### config.mk
export PLATFORM = sky130hd
export DESIGN_NAME = led_shifter_ctrl
export DESIGN_NICKNAME = d
export VERILOG_FILES = /design/src/rtl/led_ctrl_pkg.sv /design/src/rtl/led_shifter_ctrl_debouncer.sv /design/src/rtl/led_shifter_ctrl.sv
export SDC_FILE = /design/constraint.sdc
export NUM_CORES = 1
export LEC_CHECK = 0
export BUFFER_PORTS_ARGS = -buffer_cell sky130_fd_sc_hd__buf_2
export CORE_ASPECT_RATIO = 1.25
export CORE_MARGIN = 2
export CORE_UTILIZATION = 50
export CTS_CLUSTER_DIAMETER = 60
export CTS_CLUSTER_SIZE = 12
export DETAILED_ROUTE_END_ITERATION = 8
export GPL_TIMING_DRIVEN = 0
export PLACE_DENSITY = 0.7
export SYNTH_ARGS = -nofsm -noshare
export SYNTH_HDL_FRONTEND = slang
export SYNTH_HIERARCHICAL = 1
export SYNTH_SLANG_ARGS = --single-unit
### constraint.sdc
create_clock -name clk -period 1.05 [get_ports clk]
set_clock_uncertainty 0.1 [all_clocks]
set_input_delay 0.105 -clock clk [delete_from_list [all_inputs] [get_ports clk]]
set_output_delay 0.105 -clock clk [all_outputs]
set_load 0.1 [all_outputs]
### src/rtl/led_ctrl_pkg.sv
// Shared types and defaults for the LED shifter front-end controller.
package led_ctrl_pkg;

    typedef enum logic {
        ST_READY = 1'b0,
        ST_GAP   = 1'b1
    } arb_state_t;

    localparam logic GNT_B0 = 1'b0;
    localparam logic GNT_B1 = 1'b1;

    localparam int DEF_DEB_CYCLES = 4;
    localparam int DEF_MIN_GAP    = 1;

endpackage

### src/rtl/led_shifter_ctrl_debouncer.sv
// Two-flop synchronizer followed by a stability filter: a level is accepted
// only after it has differed from the current stable value for DEB_CYCLES cycles.
module debouncer
    import led_ctrl_pkg::*;
#(
    parameter int DEB_CYCLES = DEF_DEB_CYCLES,
    parameter int CNT_W      = $clog2(DEB_CYCLES) + 1
) (
    input  logic clk,
    input  logic sync_reset,
    input  logic raw,
    output logic stable
);

    localparam logic [CNT_W-1:0] CNT_LAST = CNT_W'(DEB_CYCLES - 1);

    logic             sync1;
    logic             sync2;
    logic [CNT_W-1:0] cnt;

    always_ff @(posedge clk) begin
        if (sync_reset) begin
            sync1  <= 1'b0;
            sync2  <= 1'b0;
            stable <= 1'b0;
            cnt    <= '0;
        end else begin
            sync1 <= raw;
            sync2 <= sync1;
            // any return to the stable level restarts the qualification window
            if (sync2 == stable) begin
                cnt <= '0;
            end else if (cnt == CNT_LAST) begin
                stable <= sync2;
                cnt    <= '0;
            end else begin
                cnt <= cnt + 1'b1;
            end
        end
    end

endmodule

### src/rtl/led_shifter_ctrl.sv
// Front-end for led_shifter_3: debounces buttons/switches and arbitrates the
// single write path between the two buttons with a minimum inter-write gap.
//
//   state    | meaning
//   ST_READY | may grant a pending press this cycle
//   ST_GAP   | counting down forced idle cycles after a grant, no grants
module led_shifter_ctrl
    import led_ctrl_pkg::*;
#(
    parameter int DEB_CYCLES = DEF_DEB_CYCLES,
    parameter int CNT_W      = $clog2(DEB_CYCLES) + 1,
    parameter int MIN_GAP    = DEF_MIN_GAP
) (
    input  logic clk,
    input  logic sync_reset,
    input  logic button0_raw,
    input  logic button1_raw,
    input  logic show_parity_raw,
    input  logic show_history_raw,
    output logic button0_re,
    output logic button1_re,
    output logic show_parity_deb,
    output logic show_history_deb,
    output logic overrun
);

    localparam int               GAP_W    = $clog2(MIN_GAP + 2);
    localparam logic [GAP_W-1:0] GAP_LOAD = GAP_W'(MIN_GAP);
    localparam logic [GAP_W-1:0] GAP_ONE  = GAP_W'(1);

    logic b0_stable;
    logic b1_stable;
    logic par_stable;
    logic hist_stable;

    logic b0_stable_d;
    logic b1_stable_d;
    logic rise0;
    logic rise1;

    logic pend0;
    logic pend1;
    logic pend0_next;
    logic pend1_next;
    logic overrun_next;

    arb_state_t       state;
    arb_state_t       state_next;
    logic [GAP_W-1:0] gap;
    logic [GAP_W-1:0] gap_next;
    logic             last_grant;
    logic             last_grant_next;
    logic             gnt0;
    logic             gnt1;

    debouncer #(.DEB_CYCLES(DEB_CYCLES), .CNT_W(CNT_W)) u_deb_b0 (
        .clk        (clk),
        .sync_reset (sync_reset),
        .raw        (button0_raw),
        .stable     (b0_stable)
    );

    debouncer #(.DEB_CYCLES(DEB_CYCLES), .CNT_W(CNT_W)) u_deb_b1 (
        .clk        (clk),
        .sync_reset (sync_reset),
        .raw        (button1_raw),
        .stable     (b1_stable)
    );

    debouncer #(.DEB_CYCLES(DEB_CYCLES), .CNT_W(CNT_W)) u_deb_par (
        .clk        (clk),
        .sync_reset (sync_reset),
        .raw        (show_parity_raw),
        .stable     (par_stable)
    );

    debouncer #(.DEB_CYCLES(DEB_CYCLES), .CNT_W(CNT_W)) u_deb_hist (
        .clk        (clk),
        .sync_reset (sync_reset),
        .raw        (show_history_raw),
        .stable     (hist_stable)
    );

    assign rise0 = b0_stable & ~b0_stable_d;
    assign rise1 = b1_stable & ~b1_stable_d;

    // History display takes priority over parity display.
    assign show_history_deb = hist_stable;
    assign show_parity_deb  = par_stable & ~hist_stable;

    always_comb begin
        state_next      = state;
        gap_next        = gap;
        last_grant_next = last_grant;
        gnt0            = 1'b0;
        gnt1            = 1'b0;

        case (state)
            ST_READY: begin
                if (pend0 || pend1) begin
                    // round-robin on a tie: serve whoever was not served last
                    if (pend0 && (!pend1 || (last_grant == GNT_B1))) begin
                        gnt0            = 1'b1;
                        last_grant_next = GNT_B0;
                    end else begin
                        gnt1            = 1'b1;
                        last_grant_next = GNT_B1;
                    end
                    gap_next = GAP_LOAD;
                    if (MIN_GAP > 0) begin
                        state_next = ST_GAP;
                    end
                end
            end
            ST_GAP: begin
                if (gap <= GAP_ONE) begin
                    gap_next   = '0;
                    state_next = ST_READY;
                end else begin
                    gap_next = gap - 1'b1;
                end
            end
            default: begin
                state_next = ST_READY;
                gap_next   = '0;
            end
        endcase

        // A press arriving in the cycle its own pend is granted stays queued.
        pend0_next   = (pend0 & ~gnt0) | rise0;
        pend1_next   = (pend1 & ~gnt1) | rise1;
        overrun_next = (rise0 & pend0 & ~gnt0) | (rise1 & pend1 & ~gnt1);
    end

    always_ff @(posedge clk) begin
        if (sync_reset) begin
            state      <= ST_READY;
            gap        <= '0;
            last_grant <= GNT_B1;
        end else begin
            state      <= state_next;
            gap        <= gap_next;
            last_grant <= last_grant_next;
        end
    end

    always_ff @(posedge clk) begin
        if (sync_reset) begin
            b0_stable_d <= 1'b0;
            b1_stable_d <= 1'b0;
            pend0       <= 1'b0;
            pend1       <= 1'b0;
            button0_re  <= 1'b0;
            button1_re  <= 1'b0;
            overrun     <= 1'b0;
        end else begin
            b0_stable_d <= b0_stable;
            b1_stable_d <= b1_stable;
            pend0       <= pend0_next;
            pend1       <= pend1_next;
            button0_re  <= gnt0;
            button1_re  <= gnt1;
            overrun     <= overrun_next;
        end
    end

endmodule

After elaboration in Yosys (flattened, before gate mapping) --
Cells that the tools add are included.
Cells by class: add/sub/neg operators 5, bitwise gates (word level) 22, muxes and demuxes 12, reduce and logical (&&, ||, !) cells 13, magnitude comparators 1, equal/unequal tests 9
Operators by type and width (number):
- $add 3x1->3 const B | 4
- $eq 3x2->1 const B | 4
- $reduce_or 3->1 | 4
- $not 1->1 | 10
- $reduce_and 2->1 | 5
- $and 1x1->1 | 9
- $mux 1 | 8
- $eq 1x1->1 | 4
- $mux 2 | 2
- $pmux 2 s2 | 1
- $or 1x1->1 | 3
- $le 2x1->1 const B | 1
- $logic_or 1x1->1 | 2
- $ne 2x2->1 const B | 1
- $pmux 1 s2 | 1
- $sub 2x1->2 const B | 1
- $logic_and 1x1->1 | 1
- $logic_not 1->1 | 1
Storage, ports and cells: input bits 6, logic and storage cells 88, bits in registers 35, output and inout bits 5

Depth between registers and ports, before layout --
depth in word-level cells 9, gate-level depth with buffers 4, mapped depth without buffers 4

Cells and area by module --
Netlist, hierarchy kept.
Modules (own cells, without submodules):
- debouncer | seq. area each 120.1 um2, times used 4, cells an instance 17, area each 211.5 um2
- led_shifter_ctrl | seq. area each 220.2 um2, times used 1, cells an instance 50, area each 471.7 um2

Least setup slack after synthesis --
No wires, ideal clock.
kind register -> output, start register u_deb_hist.stable, end output show_parity_deb, path slack -1301 ps, cell stages (with the launch flop) 2, data required time 845 ps, buffers on the path 0, data arrival time 2146 ps, cells stage by stage dfxtp_1 > nor2b_1
Between the ends: cells in the longest elaborated chain, start to end 2
Ends and longest elaborated chain:
- from (decl) | RTL line led_shifter_ctrl_debouncer.sv:12 | output logic stable
- from (signal assigned) | RTL line led_shifter_ctrl_debouncer.sv:34 | stable <= sync2;
- $not 1->1 | RTL line led_shifter_ctrl.sv:89 | assign show_parity_deb = par_stable & ~hist_stable;
- $and 1x1->1 | RTL line led_shifter_ctrl.sv:89
- to (decl) | RTL line led_shifter_ctrl.sv:22 | output logic show_parity_deb,
Every way passes these cells.

Worst setup path in the final report --
Same ends and word-level chain as after synthesis.

==> results.py <==
metrics = {
    "finish": {
        "instances_no_fill": 180,
        "regArea_sq_um": 734,
        "design_area_sq_um": 1990,
        "nNetsFinal": 160,
        "area_growth_pct": 50.7,
        "utilization_pct": 80.2,
        "drive_above_1_share_pct": 57.1,
        "nFillCells": 143,
        "multi_input_area_sq_um": 851,
        "diodes": 0,
    },
    "pwr": {
        "swShare_pct": 20.8,
        "power_density_nw_per_um2": 1240,
        "combPwrFrac_pct": 4.1,
        "intPower_mw": 1.95,
        "p_switching_uw": 512,
        "ir_drop_mv": 2.23,
        "totalPowerFinal_mw": 2.46,
        "pwr-share-seq_pct": 54.8,
        "p_leak_nw": 0.669,
        "pwr-share-clk_pct": 41.1,
    },
    "detailed_routing": {
        "drtIter0Drc": 8,
        "drcViolationCount": 0,
        "ant_nets": 0,
        "vias": 934,
        "drt_wl_total_um": 2520,
        "via_per_inst": 5.19,
        "wl_per_cell_um": 14.0,
        "drtPass1Iterations": 2,
    },
    "synthesis": {
        "synth_cell_types": 25,
        "synth_nets": 132,
        "netlist_top_cells_area": "dfxtp_1 53%, ha_1 7.6%, nor2b_1 6.6%, nor4b_2 4.6%, nor4_1 3.8%",
        "ys_seq_area_share_pct": 53.2,
        "syn_avg_cell_area_sq_um": 11.2,
        "ys_warn_count": 6,
        "synth-seq-cells": 35,
        "yosys.area.top_type": "dfxtp_1",
        "syn_inst": 118,
        "synth_top_area_share_pct": 53.2,
        "netlist_area_sq_um": 1320,
    },
    "clocking": {
        "cts_tree": "built",
        "cts-root-buf": "clkbuf_4",
        "htreeDepth": 2,
        "cts_made_buffers": 5,
        "cts_sinks": 35,
        "cts.path.max_buffers": 2,
        "worstSkewPairLatency_ns": 0.34,
        "clkTransAtPathRegs_ns": 0.10,
    },
    "hold_path": {
        "hp-class": "in -> reg",
        "worstHoldPathCells": 2,
        "min_to": "u_deb_hist/stable",
        "holdCritStartpoint": "sync_reset",
    },
    "floorplanning": {
        "die_height_um": 61.4,
        "start_util_pct": 53.2,
        "io-pin-count": 11,
        "fp.dieArea_sq_um": 3060,
        "coreArea_sq_um": 2480,
        "fp.dieW_um": 49.9,
        "rows": 20,
    },
    "timing": {
        "finalCriticalPeriod_ns": 1.24,
        "tns_ns": -1.24,
        "rsz0062_at_grt": "true",
        "hold_viol": 0,
        "setup_ws_ns": -0.190,
        "fmax_mhz": 807,
        "drv_slew": 0,
        "setup_violations": 21,
        "slew_headroom_pct": 70.5,
        "fin_crit_sh_pct": 118,
        "hold_ws_ns": 0.139,
        "tightestPinTransition_ns": 0.440,
    },
    "critical_path": {
        "r2r-start": "u_deb_b1/cnt[0]",
        "rrSetupSlack_ns": -0.10,
        "worstPathMaxFanout": 4,
        "critPathKind": "reg -> out",
        "cp-start-kind": "register",
        "reg2reg_depth": 4,
        "cp_data_required_time_ns": 0.84,
        "end_kind": "output pin",
        "r2r_end": "u_deb_b1/stable",
        "critPathArrivalTime_ns": 1.03,
    },
    "global_route": {
        "first_global_vias": 949,
        "antenna_found_initial": 0,
        "grt_max_degree": 27,
        "grt_first_pass_wirelength_um": 4040,
        "grt_usage_pct": 18.8,
        "overflow": 0,
    },
    "placement": {
        "place_ws_ns": -0.188,
        "place_hpwl_um": 1280,
        "place_congestion": 0.697,
        "io_buffers": 10,
        "placed_area_sq_um": 1530,
        "placed_cells": 161,
    },
    "status": {
        "status": "finished, violations left",
        "violations": "setup timing",
    },
    "run": {
        "cap_violations": 0,
    },
}
-- flip-flops by register name, indices dropped and copies added, names as in the netlist, 2 cells and up --
| register | cells |
|---|---|
| u_deb_par/cnt | 3 |
| u_deb_b0/cnt | 3 |
| u_deb_hist/cnt | 3 |
| u_deb_b1/cnt | 3 |
| gap | 2 |
-- repair_timing --
| item | 4_1_cts | 5_1_grt |
|---|---|---|
| hold buffers | 4 | 0 |
| gates resized for setup | 35 | 26 |
| hold endpoints to repair | 4 | 0 |
| setup buffers | 6 | 0 |
| endpoints found under the setup margin | 23 | 27 |
| cloned | 0 | 1 |
| pin swaps | 6 | 7 |
-- area by class of cell --
type	instances	share of cell area (%)
inverter	5	0.945
sequential	35	37.0
tap	33	2.08
timing repair buffer	21	10.8
clock buffer	6	2.58
buffer	4	1.95
clock inverter	2	1.76
multi-input combinational	74	42.8
-- cells by family (layout without fill, tap and decap cells) --
logic type	count (synthesis)	in the layout	share of synthesized area, %
fa+ha+maj	8	8	7.60
flops	35	35	53.2
xor+xnor	4	4	2.66
compound gates	11	11	6.08
mux	4	4	3.04
simple gates	47	47	23.6
buf+inv	9	38	3.80
-- power groups by stage --
| stage | logic (mW) | clock network [mW] | registers [mW] |
|---|---|---|---|
| global route | 0.110 | 1.08 | 1.35 |
| global placement | 0.0573 | 0 | 1.38 |
| detailed placement | 0.0604 | 0 | 1.38 |
| floorplan | 0.0320 | 0 | 1.38 |
| finish | 0.101 | 1.01 | 1.35 |
| CTS | 0.0885 | 1.03 | 1.35 |
-- worst max-delay path, stage by stage (launching register included) --
cell and delay (ns):
dfxtp_4 0.38, nor2b_4 0.13, buf_12 0.18
-- synth_stat cells --
library cell,count
a32oi_1,1
inv_1,5
a21oi_1,5
nand3b_1,1
buf_6,1
nor3b_2,2
a21o_1,1
buf_2,1
nor4b_2,4
mux2i_1,4
nor4_1,8
dfxtp_1,35
nor2b_1,14
o21ai_1,1
nand2b_1,2
a221o_1,1
nor2_1,9
xnor2_1,4
nor3_1,2
nor3_2,1
buf_4,2
o21a_1,1
nand2_1,4
o32ai_2,1
ha_1,8
-- cells in the final DEF, fill, tap and decap left out, types with 4 or more instances in the layout --
cell | Yosys | layout
buf_12 | 0 | 4
buf_2 | 1 | 5
buf_4 | 2 | 6
buf_6 | 1 | 5
clkbuf_4 | 0 | 6
dfxtp_1 | 35 | 16
dfxtp_2 | 0 | 15
dfxtp_4 | 0 | 4
dlygate4sd3_1 | 0 | 4
ha_4 | 0 | 8
inv_1 | 5 | 5
mux2i_1 | 4 | 4
nand2_1 | 4 | 4
nor2_1 | 9 | 9
nor2b_1 | 14 | 11
nor4_2 | 0 | 5
-- routing by layer --
layer | track usage [%] | wire length, um | up-vias
met3 | 7.77 | 89 | 9
met5 | 0 | 0 | -
met1 | 19.6 | 1010 | 442
li1 | - | - | 466
met2 | 31.8 | 1300 | 17
met4 | 12.3 | 116 | 0
-- worst max-delay path by stage --
stage	from	to	slack, ns	depth (start not counted)
detailed placement	sync_reset	button1_re	-0.19	5
floorplan	u_deb_hist/stable	show_parity_deb	-0.13	1
global route	u_deb_par/stable	show_parity_deb	-0.23	2
finish	u_deb_hist/stable	show_parity_deb	-0.19	2
CTS	u_deb_hist/stable	show_parity_deb	-0.20	2
global placement	sync_reset	button1_re	-0.17	5
No activity file was read; power rests on OpenSTA's default activity.
